File: config.mk
export PLATFORM = sky130hd
export DESIGN_NAME = uart_loopback_fifo
export DESIGN_NICKNAME = d
export VERILOG_FILES = /design/src/rtl/uart_loopback_fifo.sv
export SDC_FILE = /design/constraint.sdc
export NUM_CORES = 1
export LEC_CHECK = 0
export ABC_CLOCK_PERIOD_IN_PS = 2800
export CORE_ASPECT_RATIO = 1.4
export CORE_MARGIN = 1.5
export CORE_UTILIZATION = 54
export DETAILED_ROUTE_END_ITERATION = 8
export GPL_ROUTABILITY_DRIVEN = 0
export PLACE_DENSITY = 0.76
export SLEW_MARGIN = 20
export SYNTH_ARGS = -nofsm -noshare
export SYNTH_HDL_FRONTEND = slang
export SYNTH_SLANG_ARGS = --single-unit
File: constraint.sdc
create_clock -name clk -period 2.8 [get_ports clk]
set_clock_uncertainty 0.15 [all_clocks]
set_input_delay 0.56 -clock clk [delete_from_list [all_inputs] [get_ports clk]]
set_output_delay 0.56 -clock clk [all_outputs]
set_load 0.03 [all_outputs]
File: src/rtl/uart_loopback_fifo.sv
// -----------------------------------------------------------------------------
// uart_loopback_fifo
//
// Byte buffer between the UART receiver and the UART transmitter of the
// loopback top level. Received bytes are written into a circular FIFO. A drain
// FSM launches one byte at a time into the transmitter and waits for the
// transmitter's busy handshake before it launches the next one.
//
// Optional feature (compile-time macro UART_FIFO_PARITY_DROP_EN):
//   defined   - bytes flagged with rx_parity_err_i are discarded, and the
//               extra output parity_drop_cnt_o counts them (saturating at 255)
//   undefined - rx_parity_err_i is ignored and the parity_drop_cnt_o port is
//               absent
//
// Ports:
//   clk               system clock
//   rst_n             synchronous active-low reset
//   rx_valid_i        one-cycle pulse: rx_data_i holds a received byte
//   rx_data_i         received byte
//   rx_parity_err_i   parity error for the current byte (qualified by rx_valid_i)
//   tx_busy_i         transmitter busy
//   clr_overflow_i    clears overflow_o (a drop in the same cycle wins)
//   tx_en_o           one-cycle launch pulse to the transmitter
//   tx_data_o         byte being launched, held until the next launch
//   count_o           current occupancy, 0..DEPTH
//   empty_o / full_o  occupancy flags (registered alongside count_o)
//   overflow_o        sticky: a byte was dropped because the FIFO was full
//   parity_drop_cnt_o number of parity-discarded bytes (feature builds only)
// -----------------------------------------------------------------------------
module uart_loopback_fifo #(
    parameter int DEPTH      = 16,
    parameter int DATA_WIDTH = 8,
    parameter int BUSY_WAIT  = 4
) (
    input  logic                    clk,
    input  logic                    rst_n,
    input  logic                    rx_valid_i,
    input  logic [DATA_WIDTH-1:0]   rx_data_i,
    input  logic                    rx_parity_err_i,
    input  logic                    tx_busy_i,
    input  logic                    clr_overflow_i,
    output logic                    tx_en_o,
    output logic [DATA_WIDTH-1:0]   tx_data_o,
    output logic [$clog2(DEPTH):0]  count_o,
    output logic                    empty_o,
    output logic                    full_o,
    output logic                    overflow_o
`ifdef UART_FIFO_PARITY_DROP_EN
    ,
    output logic [7:0]              parity_drop_cnt_o
`endif
);

    localparam int AW = $clog2(DEPTH);
    localparam int CW = AW + 1;
    localparam int TW = (BUSY_WAIT > 1) ? $clog2(BUSY_WAIT) : 1;

    localparam logic [CW-1:0] DEPTH_C    = CW'(DEPTH);
    localparam logic [TW-1:0] TIMER_LAST = TW'(BUSY_WAIT - 1);

    typedef enum logic [1:0] {
        ST_IDLE      = 2'd0,
        ST_LAUNCH    = 2'd1,
        ST_WAIT_RISE = 2'd2,
        ST_WAIT_FALL = 2'd3
    } state_t;

    state_t                  state_r;
    logic [DATA_WIDTH-1:0]   mem_r [DEPTH];
    logic [AW-1:0]           wptr_r;
    logic [AW-1:0]           rptr_r;
    logic [CW-1:0]           count_r;
    logic                    empty_r;
    logic                    full_r;
    logic                    overflow_r;
    logic                    tx_en_r;
    logic [DATA_WIDTH-1:0]   tx_data_r;
    logic [TW-1:0]           timer_r;

    logic                    accept_s;
    logic                    pop_s;
    logic                    push_s;
    logic                    drop_s;
    logic [CW-1:0]           count_nxt_s;

`ifdef UART_FIFO_PARITY_DROP_EN
    logic [7:0]              parity_cnt_r;

    // Bytes with a parity error never reach the FIFO.
    assign accept_s = rx_valid_i & ~rx_parity_err_i;
`else
    logic                    unused_parity_s;

    // Parity flag has no effect in this build; every valid byte is stored.
    assign accept_s        = rx_valid_i;
    assign unused_parity_s = rx_parity_err_i;
`endif

    // Push/pop decisions and next occupancy. A pop in the same cycle frees the
    // slot, so a push while full is still accepted when the FSM pops.
    always_comb begin
        pop_s  = (state_r == ST_IDLE) && !empty_r && !tx_busy_i;
        push_s = accept_s && (!full_r || pop_s);
        drop_s = accept_s && full_r && !pop_s;
        if (push_s && !pop_s) begin
            count_nxt_s = count_r + CW'(1);
        end else if (pop_s && !push_s) begin
            count_nxt_s = count_r - CW'(1);
        end else begin
            count_nxt_s = count_r;
        end
    end

    // Storage write; contents are intentionally not cleared by reset.
    always_ff @(posedge clk) begin
        if (rst_n && push_s) begin
            mem_r[wptr_r] <= rx_data_i;
        end
    end

    // Write pointer, occupancy, flags and sticky overflow.
    always_ff @(posedge clk) begin
        if (!rst_n) begin
            wptr_r     <= {AW{1'b0}};
            count_r    <= {CW{1'b0}};
            empty_r    <= 1'b1;
            full_r     <= 1'b0;
            overflow_r <= 1'b0;
        end else begin
            if (push_s) begin
                wptr_r <= wptr_r + AW'(1);
            end
            count_r <= count_nxt_s;
            empty_r <= (count_nxt_s == {CW{1'b0}});
            full_r  <= (count_nxt_s == DEPTH_C);
            // A drop in the same cycle as a clear leaves the flag set.
            if (drop_s) begin
                overflow_r <= 1'b1;
            end else if (clr_overflow_i) begin
                overflow_r <= 1'b0;
            end
        end
    end

    // Drain FSM: pop, launch pulse, then wait for the busy handshake. The
    // launch pulse is registered on the IDLE->LAUNCH transition, so it is high
    // exactly while the FSM sits in LAUNCH and can never repeat back-to-back.
    always_ff @(posedge clk) begin
        if (!rst_n) begin
            state_r   <= ST_IDLE;
            tx_en_r   <= 1'b0;
            tx_data_r <= {DATA_WIDTH{1'b0}};
            rptr_r    <= {AW{1'b0}};
            timer_r   <= {TW{1'b0}};
        end else begin
            tx_en_r <= 1'b0;
            case (state_r)
                ST_IDLE: begin
                    if (pop_s) begin
                        tx_data_r <= mem_r[rptr_r];
                        rptr_r    <= rptr_r + AW'(1);
                        tx_en_r   <= 1'b1;
                        state_r   <= ST_LAUNCH;
                    end
                end
                ST_LAUNCH: begin
                    timer_r <= {TW{1'b0}};
                    state_r <= ST_WAIT_RISE;
                end
                ST_WAIT_RISE: begin
                    // If busy never rises, treat the byte as sent after
                    // BUSY_WAIT cycles in this state.
                    if (tx_busy_i) begin
                        state_r <= ST_WAIT_FALL;
                    end else if (timer_r == TIMER_LAST) begin
                        state_r <= ST_IDLE;
                    end else begin
                        timer_r <= timer_r + TW'(1);
                    end
                end
                ST_WAIT_FALL: begin
                    if (!tx_busy_i) begin
                        state_r <= ST_IDLE;
                    end
                end
                default: begin
                    state_r <= ST_IDLE;
                end
            endcase
        end
    end

`ifdef UART_FIFO_PARITY_DROP_EN
    // Saturating count of parity-discarded bytes.
    always_ff @(posedge clk) begin
        if (!rst_n) begin
            parity_cnt_r <= 8'd0;
        end else if (rx_valid_i && rx_parity_err_i && (parity_cnt_r != 8'hFF)) begin
            parity_cnt_r <= parity_cnt_r + 8'd1;
        end
    end

    assign parity_drop_cnt_o = parity_cnt_r;
`endif

    assign tx_en_o    = tx_en_r;
    assign tx_data_o  = tx_data_r;
    assign count_o    = count_r;
    assign empty_o    = empty_r;
    assign full_o     = full_r;
    assign overflow_o = overflow_r;

endmodule

# Word-level counts from Yosys, hierarchy flattened
# Memory sizes are Yosys's and may differ from the RTL's. A register that Yosys moved wholly into a read port is not among the register bits.
# Cells that the tools add are included.
# word_totals
regBits	21
mem_bits_rw	128
in_bits	14
wordCells	63
memories	1
# classes
add_sub_neg	5
eq_ne	10
muxes	15
n_reduce_logical	23
# memory_table
memory	words	width	read_ports	rd_clocked_by_memory_dff	write_ports	line_no	text
mem_r	16	8	1	1	1	69	logic [DATA_WIDTH-1:0] mem_r [DEPTH];
# ops
cell	count
2-to-1 mux 2 bit	6
2-to-1 mux 5 bit	2
adder 4 x 1 -> 4 bit, second input constant	2
logical AND 1 bit	8
!= test 2 bit, second input constant	4
case mux 2 bit (4 select lines)	1
equality test 2 bit, second input constant	3
logical NOT 1 bit	6
AND reduction 3 bit	2
adder 5 x 1 -> 5 bit, second input constant	1
equality test 5 bit, second input constant	1
logical NOT 5 bit	1
2-to-1 mux 1 bit	5
subtractor 5 x 1 -> 5 bit, second input constant	1
case mux 2 bit (2 select lines)	1
AND reduction 2 bit	2
nonzero test 2 bit	2
!= test 3 bit, second input constant	1
adder 2 x 1 -> 2 bit, second input constant	1
equality test 2 x 1 -> 1 bit, second input constant	1
logical NOT 2 bit	1
logical OR 1 bit	1

# Longest topological paths before layout
# Gate-level depths: netlist of the first run.
# logic_depth
depth_word	10
mapped_depth	7

# Worst setup path after synthesis of the first run
# No wires, ideal clock.
# synth_timing
kind	input-to-reg
start	input port tx_busy_i
end	memory mem_r[0][0] (enable)
arrival_time_ps	2208
path_slack_ps	59
stages	6
n_path_buf	2
path_cell_list	buf_2 o41ai_1 and2_1 buf_2 nand3_1 nor3_1
# synth_between
elab_chain_cells	7
# synth_lines
item	line_no	text
from (decl)	40	input logic tx_busy_i,
logical NOT 1 bit	n/a	
logical AND 1 bit	102	pop_s = (state_r == ST_IDLE) && !empty_r && !tx_busy_i;
logical OR 1 bit	103	push_s = accept_s && (!full_r || pop_s);
logical AND 1 bit	103	
logical AND 1 bit	116	if (rst_n && push_s) begin
2-to-1 mux 1 bit	116	
2-to-1 mux 1 bit (not written as such)	117	mem_r[wptr_r] <= rx_data_i;
to (decl)	69	
# No other way between the ends.

# Worst setup path after layout of the first run
# layout_timing
start	input port tx_busy_i
end	memory mem_r[3][5] (enable)
# The elaborated chain is that of the path after synthesis.

==> results_dict.tcl, run 1 <==
set metrics [dict create \
    outcome "finished, final reports clean" \
    iteration_count_of_the_initial_detailed_routing_pass 4 \
    crit_path_start_kind "input pin" \
    final_max_slew_viol_count 0 \
    fin_crit_sh_pct 86.9 \
    antenna_found_initial 0 \
    root_buffer "sky130_fd_sc_hd__clkbuf_16" \
    synth_adder_area_share_pct 1.58 \
    design_area_um2 7530 \
    synth_compound_area_share_pct 6.10 \
    drt-wirelength-per-cell_um 21.9 \
    grt_start_max_net_pins 36 \
    synth_fp_nets 397 \
    synth_flop_type "sky130_fd_sc_hd__edfxtp_1" \
    static-leakage-power_uw 0.00250 \
    route.vias.total 3504 \
    ys_top_cells_by_area "sky130_fd_sc_hd__edfxtp_1 61%, sky130_fd_sc_hd__mux4_2 11%, sky130_fd_sc_hd__dfxtp_1 9.2%, sky130_fd_sc_hd__a22oi_1 1.9%, sky130_fd_sc_hd__nor2_1 1.7%" \
    tritoncts "done" \
    critical_path.reg2reg.startpoint "state_r[1]" \
    place_ws_ps -12.5 \
    antenna_violating_nets_post_route 0 \
    unrepaired_setup_endpoints_after_global_routing "no" \
    grt_overflow 0 \
    post_synth_xor_area_fraction_pct 1.11 \
    critPathKind "input pin to register" \
    hold_violations 0 \
    drtIter0Drc 249 \
    p_sw_share_pct 21.9 \
    leading_cell_type_in_the_layout_fill_and_taps_excluded "sky130_fd_sc_hd__edfxtp_1" \
    floorplan.die.height_um 131 \
    worstHoldPathType "register to register" \
    synth_top_cell_area_share_pct 60.9 \
    start_util_pct 55.7 \
    largest_family_of_logic_cells_by_synthesized_area "multiplexers" \
    cp-end-kind "register" \
    synthDistinctLibCells 45 \
    grt_first_pass_wirelength_mm 19.3 \
    max_cap_viol_count 0 \
    max_freq_mhz 411 \
    r2r_cells 6 \
    cts.repair_timing.setup_buffer_count 0 \
    synth-warning-count 0 \
    layout-area-overhead-vs-synth_pct 19.2 \
    post_synth_inst_count 375 \
    die-width_um 94.4 \
    whs_ps 340 \
    total_core_area_um2 11300 \
    power.combinational.fraction_pct 9.8 \
    synthesis.area_per_instance_um2 16.8 \
    synth_sequential_area_ratio_pct 70.0 \
    io_pins 31 \
    clock_insertion_delay_worst_skew_ps 410 \
    ir_drop_v 0.000535 \
    first_global_vias 3523 \
    drc_errors 0 \
    synth-async-reset-ratio_pct 0 \
    startpoint "tx_busy_i" \
    power.switching_uw 1200 \
    clkPwrFrac_pct 42.4 \
    crit_arrival_ps 2400 \
    crit_end "mem_r[3][5]" \
    cts_inserted_buffers 17 \
    post_cts_resize_count 0 \
    max-slew-margin-rel_pct 52.2 \
    antenna_cells 0 \
    buffer_ports.inserted 29 \
    timing.critical_path.required_ps 2770 \
    syn-cell-area_um2 6320 \
    place_area_um2 6910 \
    finalSetupViolCount 0 \
    powerDensity_nw_per_um2 729 \
    post_route_cells_drive_above_1_share_pct 23.5 \
    final_critical_path_setup_slack_ps 368 \
    critical_path_peak_fanout 8 \
    ctsLongestPathBuffers 2 \
    totalWireLength_mm 12.8 \
    worst_r2r_endpoint "mem_r[3][5]" \
    synth_enable_flop_cells 128 \
    final_period_minus_worst_setup_slack_ps 2430 \
    muxShareOfSynthArea_pct 12.2 \
    drt-vias-per-instance 6.01 \
    hpwlAfterDp_mm 7.99 \
    power.internal_uw 4290 \
    yosys.area_share.simple_pct 6.56 \
    finalNetCount 448 \
    tritoncts_num_sinks 157 \
    dieArea_um2 12400 \
    clk_pin_slew_ps 60 \
    globalRouteTotalUtil_pct 22.4 \
    number_of_placement_rows 46 \
    ctsHoldBuffers 0 \
    ys_seq_elements 157 \
    hp-start "tx_data_o[5]" \
    p_seq_share_pct 47.8 \
    instances_no_fill 583 \
    htree_num_levels 4 \
    worstMarginPinSlew_ps 716 \
    synth_top_area_cell "sky130_fd_sc_hd__edfxtp_1" \
    layout.cells.most_common_list "128 x sky130_fd_sc_hd__edfxtp_1, 32 x sky130_fd_sc_hd__mux4_2, 29 x sky130_fd_sc_hd__nor2_1, 29 x sky130_fd_sc_hd__clkdlybuf4s50_1, 28 x sky130_fd_sc_hd__dfxtp_1" \
    place.detailed.instances 551 \
    regToRegSetupSlack_ps 430 \
    finish.utilization_pct 66.4 \
]
-- power by group through the flow --
| stage | Combinational [uW] | Sequential [uW] | Clock, uW |
|---|---|---|---|
| 6_report | 538 | 2620 | 2330 |
| 5_1_grt | 578 | 2630 | 2460 |
| 4_1_cts | 545 | 2620 | 2360 |
| 3_5_place_dp | 537 | 2670 | 0 |
| 3_3_place_gp | 524 | 2670 | 0 |
| 2_1_floorplan | 316 | 2700 | 0 |
-- cells in the mapped netlist, types with 2 or more instances --
cell,instances
sky130_fd_sc_hd__dfxtp_1,29
sky130_fd_sc_hd__mux2i_1,5
sky130_fd_sc_hd__a22oi_1,16
sky130_fd_sc_hd__nand2_1,9
sky130_fd_sc_hd__edfxtp_1,128
sky130_fd_sc_hd__or3_1,2
sky130_fd_sc_hd__o311ai_0,2
sky130_fd_sc_hd__and2_1,5
sky130_fd_sc_hd__nor2b_1,3
sky130_fd_sc_hd__buf_6,2
sky130_fd_sc_hd__a21oi_1,13
sky130_fd_sc_hd__a31o_2,8
sky130_fd_sc_hd__xnor2_1,4
sky130_fd_sc_hd__inv_1,9
sky130_fd_sc_hd__ha_1,8
sky130_fd_sc_hd__xor2_1,4
sky130_fd_sc_hd__a211oi_1,3
sky130_fd_sc_hd__mux4_2,32
sky130_fd_sc_hd__nand2b_1,4
sky130_fd_sc_hd__o41ai_1,2
sky130_fd_sc_hd__o21ai_0,2
sky130_fd_sc_hd__and3_1,2
sky130_fd_sc_hd__nor2_1,29
sky130_fd_sc_hd__nand3_1,8
sky130_fd_sc_hd__nor3_1,5
sky130_fd_sc_hd__buf_2,7
sky130_fd_sc_hd__clkbuf_1,11
sky130_fd_sc_hd__nand4_1,2
sky130_fd_sc_hd__buf_1,5
-- routing by layer --
metal  global-route usage (%)  wire length (um)  part of all wire, %
met5                        0                 0                    0
met4                     14.4               609                  4.8
met3                     4.28               503                  3.9
met2                     35.9              6570                   51
met1                     27.9              5090                   40
-- worst max-delay path, stage by stage --
cell and delay, ps:
sky130_fd_sc_hd__clkdlybuf4s50_1 420, sky130_fd_sc_hd__o41ai_1 360, sky130_fd_sc_hd__buf_4 190, sky130_fd_sc_hd__and2_1 210, sky130_fd_sc_hd__nand3_1 220, sky130_fd_sc_hd__nor3_1 220
sky130_fd_sc_hd__buf_4 210
-- cell families after synthesis --
| kind of cell | after synthesis |
|---|---|
| buffers and inverters | 34 |
| and+or+nand+nor | 78 |
| adders and majority gates | 8 |
| xor gates and xnor gates | 8 |
| DFF | 157 |
| AOI/OAI and AO/OA | 53 |
| muxes | 37 |
-- metrics by stage --
step	total power [uW]	TNS, ps
6_report	5490	0
5_1_grt	5670	0
4_1_cts	5530	0
3_5_place_dp	3210	-196
3_3_place_gp	3190	0
2_1_floorplan	3010	0
-- flip-flops by register name, indices dropped and copies added, names as in the netlist --
register    count
empty_o         1
tx_data_o       8
count_o         5
mem_r         128
full_o          1
rptr_r          4
tx_en_o         1
wptr_r          4
overflow_o      1
timer_r         2
state_r         2
-- final cells by class --
| class | instances | area (um2) |
|---|---|---|
| clock buffers | 26 | 554 |
| multi-input cells | 184 | 1740 |
| inverters | 9 | 33.8 |
| flip-flops and latches | 157 | 4430 |
| repair buffers | 57 | 526 |
| clock inverters | 6 | 67.6 |
| well taps | 144 | 180 |
| fillers | 753 | 3810 |
-- worst min-delay path by stage --
stage / to / cells after the start / slack, ps
4_1_cts: tx_data_o[5] / 1 / 340
2_1_floorplan: timer_r[1] / 2 / 340
6_report: tx_data_o[5] / 1 / 340
5_1_grt: tx_data_o[5] / 1 / 370
3_3_place_gp: overflow_o / 2 / 320
3_5_place_dp: tx_data_o[5] / 1 / 330
(Power assumes the default switching activity.)
==> run 2, diff against run 1 <==
- GPL_TIMING_DRIVEN: unset -> 0
==> run 2 against run 1 <==
Compared with the run above: critical path depth down 1; flip-flop and latch count stayed put; first-iteration DRC count fell by 11%; die area is the same; hold slack got worse by 8.5 ps.
==> results_dict.tcl, run 2 (synthesis results as in run 1) <==
set metrics [dict create \
    outcome "finished, final reports clean" \
    gr-usage-met3_pct 4.46 \
    finalNetCount 445 \
    start_util_pct 55.7 \
    largest_register "mem_r" \
    layout-area-overhead-vs-synth_pct 18.1 \
    tritoncts_num_sinks 157 \
    root_buffer "sky130_fd_sc_hd__clkbuf_16" \
    use_met1_pct 25.9 \
    instances_no_fill 580 \
    static-leakage-power_uw 0.00239 \
    layout.cells.most_common_list "128 x sky130_fd_sc_hd__edfxtp_1, 32 x sky130_fd_sc_hd__mux4_2, 29 x sky130_fd_sc_hd__dfxtp_1" \
    grt_use_met2_pct 38.8 \
    antenna_violating_nets_post_route 0 \
    hpwlAfterDp_mm 8.48 \
    top_usage_layer "met2" \
    critical_path_peak_fanout 10 \
    iteration_count_of_the_initial_detailed_routing_pass 5 \
    max_freq_mhz 363 \
    regToRegSetupSlack_ps 100 \
    drt-vias-per-instance 6.03 \
    final_period_minus_worst_setup_slack_ps 2750 \
    route.vias.total 3499 \
    first_global_vias 3634 \
    largest_register_ffs 128 \
    multi_input_area_um2 1840 \
    leading_cell_type_in_the_layout_fill_and_taps_excluded "sky130_fd_sc_hd__edfxtp_1" \
    worst_r2r_endpoint "tx_data_o[5]" \
    hold_violations 0 \
    worstHoldPathType "input pin to register" \
    floorplan.die.height_um 131 \
    worst_hold_path.num_cells 3 \
    dieArea_um2 12400 \
    antenna_cells 0 \
    critical_path.reg2reg.startpoint "rptr_r[1]" \
    ir_drop_v 0.000479 \
    unrepaired_setup_endpoints_after_global_routing "yes" \
    cp-end-kind "register" \
    io_pins 31 \
    final_max_slew_viol_count 0 \
    timing.critical_path.required_ps 2700 \
    grt_overflow 0 \
    drt-wirelength-per-cell_um 22.6 \
    crit_path_start_kind "input pin" \
    hold_path_end "state_r[0]" \
    max-slew-margin-rel_pct 48.7 \
    grt_first_pass_wirelength_mm 19.7 \
    globalRouteTotalUtil_pct 22.8 \
    fin_crit_sh_pct 98.3 \
    drc_errors 0 \
    number_of_placement_rows 46 \
    worstMarginPinSlew_ps 770 \
    post_route_cells_drive_above_1_share_pct 23.2 \
    die-width_um 94.4 \
    fill_cells 767 \
    max_cap_viol_count 0 \
    place_ws_ps -453 \
    htree_num_levels 4 \
    clk_pin_slew_ps 60 \
    drtIter0Drc 222 \
    place.detailed.instances 546 \
    buffer_ports.inserted 27 \
    powerDensity_nw_per_um2 706 \
    r2r_cells 6 \
    totalWireLength_mm 13.1 \
    tritoncts "done" \
    hp-start "tx_busy_i" \
    crit_arrival_ps 2660 \
    antenna_found_initial 0 \
    clock_insertion_delay_worst_skew_ps 420 \
    total_core_area_um2 11300 \
    critPathKind "input pin to register" \
    cts_inserted_buffers 17 \
    ctsLongestPathBuffers 2 \
    grt_start_max_net_pins 17 \
    finalSetupViolCount 0 \
    final_critical_path_setup_slack_ps 48.0 \
    regArea_um2 4420 \
]
-- run 2: cell count changes in the layout (fill, tap and decap cells not counted), sizes merged --
cell           delta
buf              -12
bufinv            -1
clkbuf           +11
clkdlybuf4s50     -2
clkinv            +4
inv               -3
-- run 2: how the worst max path moves through the flow --
| stage | startpoint | end | slack, ps | cells after the start |
|---|---|---|---|---|
| finish | rx_valid_i | mem_r[11][5] | 50 | 6 |
| global route | rx_valid_i | mem_r[11][5] | -40 | 6 |
| CTS | state_r[1] | mem_r[8][5] | -170 | 6 |
| detailed placement | rx_valid_i | mem_r[8][5] | -450 | 6 |
| global placement | rx_valid_i | mem_r[3][0] | -750 | 6 |
| floorplan | tx_busy_i | mem_r[0][0] | 60 | 6 |
-- run 2: cell type report --
cell class              count  share of cell area [%]
clock buffers              26                    6.91
multi-input cells         184                    24.7
clock inverters             6                   0.453
flip-flops and latches    157                    59.3
plain buffers              25                    1.58
repair buffers             29                    4.16
inverters                   9                   0.453
well taps                 144                    2.42
-- run 2: through the flow --
step / power, uW / area (um2) / hold WS (ps) / util [%] / TNS, ps
floorplan: 3010 / 6320 / 337 / - / 0
global placement: 3180 / 6770 / 327 / 59.7 / -59430
detailed placement: 3200 / 6790 / 326 / 59.9 / -52510
CTS: 5270 / 7350 / 319 / 64.8 / -12460
global route: 5420 / 7460 / 340 / 65.8 / -1040
finish: 5270 / 7460 / 331 / 65.8 / 0
-- run 2: where the power goes --
group	switching, uW	internal (uW)	total (uW)
sequential	37.0	2570	2610
combinational	312	244	556
clock	836	1270	2100
total	1180	4080	5270
-- run 2: metal layers --
metal,up-vias,routed length [um]
met5,-,0
met4,0,623
met3,34,552
met2,125,7020
met1,1764,4910
li1,1576,-
-- run 2: worst max-delay path, stage by stage --
cell,delay [ps]
sky130_fd_sc_hd__clkdlybuf4s50_1,550
sky130_fd_sc_hd__clkbuf_1,330
sky130_fd_sc_hd__and2_1,180
sky130_fd_sc_hd__buf_2,170
sky130_fd_sc_hd__nand3_1,330
sky130_fd_sc_hd__nor2_2,520
-- run 2: timing repair --
action,in CTS,in global routing
gates resized for setup,4,17
setup buffers,0,2
endpoints found under the hold margin,0,0
hold buffers,0,0
endpoints found under the setup margin,128,128
pin swaps,0,1
==> run 3, diff against run 2 <==
- ABC_CLOCK_PERIOD_IN_PS: 2800 -> 3500
- CORE_UTILIZATION: 54 -> 46
- PLACE_DENSITY: 0.76 -> unset
- clock period: 2.8 -> 3.5 ns (I/O delays scaled with it)
==> run 3 against run 2 <==
Compared with the run above: global-route usage shrank 3.5 points; final cell count is 6.2% higher; largest power group unchanged; critical path depth unchanged; utilization shrank 10 points; first-iteration DRC count increased by 1.8%; largest cell class unchanged; die area is 17% higher; critical endpoint is now mem_r[12][7].
==> results_dict.tcl, run 3 (synthesis results as in run 1) <==
set metrics [dict create \
    outcome "finished, final reports clean" \
    root_buffer "sky130_fd_sc_hd__clkbuf_16" \
    io_pins 31 \
    number_of_placement_rows 50 \
    largest_register "mem_r" \
    antenna_cells 0 \
    clk_pin_slew_ps 70 \
    die-width_um 102 \
    powerDensity_nw_per_um2 576 \
    max_freq_mhz 330 \
    post_cts_resize_count 0 \
    first_global_vias 3574 \
    route.vias.total 3432 \
    final_period_minus_worst_setup_slack_ps 3030 \
    critPathKind "input pin to register" \
    instances_no_fill 616 \
    totalWireLength_mm 12.8 \
    max-slew-margin-rel_pct 46.3 \
    start_util_pct 47.2 \
    drc_errors 0 \
    fin_crit_sh_pct 86.6 \
    fin_setup_tns_ps 0 \
    largest_register_ffs 128 \
    drtIter0Drc 226 \
    critical_path_peak_fanout 10 \
    drt-vias-per-instance 5.57 \
    layout.cells.most_common_list "128 x sky130_fd_sc_hd__edfxtp_1, 32 x sky130_fd_sc_hd__mux4_2, 29 x sky130_fd_sc_hd__nor2_1, 29 x sky130_fd_sc_hd__dfxtp_1, 27 x sky130_fd_sc_hd__clkdlybuf4s50_1" \
    htree_num_levels 4 \
    finalNetCount 443 \
    final_critical_path_setup_slack_ps 470 \
    crit_path_start_kind "input pin" \
    hpwlAfterDp_mm 8.58 \
    hold_violations 0 \
    grt_overflow 0 \
    clock_insertion_delay_worst_skew_ps 420 \
    post_route_cells_drive_above_1_share_pct 20.5 \
    antenna_violating_nets_post_route 0 \
    post-layout-total-power_uw 4260 \
    place.detailed.instances 584 \
    buffer_ports.inserted 27 \
    iteration_count_of_the_initial_detailed_routing_pass 4 \
    tritoncts "done" \
    crit_arrival_ps 2920 \
    antenna_found_initial 0 \
    unrepaired_setup_endpoints_after_global_routing "no" \
    place_ws_ps 24.1 \
    total_core_area_um2 13400 \
    worstMarginPinSlew_ps 802 \
    ctsHoldBuffers 0 \
    layout-area-overhead-vs-synth_pct 17.2 \
    cp-end-kind "register" \
    whs_ps 334 \
    grt_first_pass_wirelength_mm 19.8 \
    worstHoldPathType "register to register" \
    timing.critical_path.required_ps 3390 \
    final_max_slew_viol_count 0 \
    finalSetupViolCount 0 \
    ctsLongestPathBuffers 2 \
    cts_inserted_buffers 17 \
    floorplan.die.height_um 142 \
    dieArea_um2 14500 \
    max_cap_viol_count 0 \
    tritoncts_num_sinks 157 \
    static-leakage-power_uw 0.00239 \
    leading_cell_type_in_the_layout_fill_and_taps_excluded "sky130_fd_sc_hd__edfxtp_1" \
    cts.repair_timing.setup_buffer_count 0 \
    grt_start_max_net_pins 18 \
    ir_drop_v 0.000407 \
    drt-wirelength-per-cell_um 20.8 \
    globalRouteTotalUtil_pct 19.3 \
]
run 3: changes by cell type in the layout (fill, tap and decap cells not counted), sizes merged:
| cell | change |
|---|---|
| clkbuf | -9 |
| inv | +10 |
| clkinv | -3 |
| clkinvlp | +2 |
| buf | -2 |
run 3: path summary, 6_finish.rpt:
| check | startpoint | endpoint | slack [ps] | cells after the start |
|---|---|---|---|---|
| setup / recovery | rx_valid_i | mem_r[12][7] | 470 | 6 |
| hold / removal | tx_data_o[6] | tx_data_o[6] | 330 | 1 |
| setup reg to reg | state_r[0] | mem_r[12][7] | 660 | 6 |
| hold reg to reg | tx_data_o[6] | tx_data_o[6] | 330 | 1 |
run 3: worst max-delay path: stages:
cell and delay (ps):
sky130_fd_sc_hd__clkdlybuf4s50_1 550, sky130_fd_sc_hd__clkbuf_1 390, sky130_fd_sc_hd__and2_1 200, sky130_fd_sc_hd__buf_2 170, sky130_fd_sc_hd__nand3_1 220, sky130_fd_sc_hd__nor2_1 690
run 3: area by class of cell:
class | count | area (um2)
buffer | 25 | 118
fill | 1109 | 5980
multi-input combinational | 184 | 1760
tap | 182 | 228
timing repair buffer | 27 | 270
inverter | 9 | 33.8
clock buffer | 17 | 425
clock inverter | 15 | 144
sequential | 157 | 4420
run 3: through the flow:
stage,util (%),cell area [um2]
global placement,50.9,6810
floorplan,-,6320
finish,55.3,7400
CTS,55.3,7400
global route,55.3,7400
detailed placement,51.0,6830
run 3: power breakdown:
group	switching, uW	total [uW]	internal, uW
clock	799	1740	945
sequential	28.4	2080	2060
combinational	245	434	189
total	1070	4260	3190
run 3: routing by layer:
| metal | track usage (%) | part of all wire [%] |
|---|---|---|
| met4 | 8.36 | 2.9 |
| met1 | 22.9 | 40 |
| met5 | 0 | 0 |
| met3 | 4.29 | 4.2 |
| met2 | 33.3 | 53 |
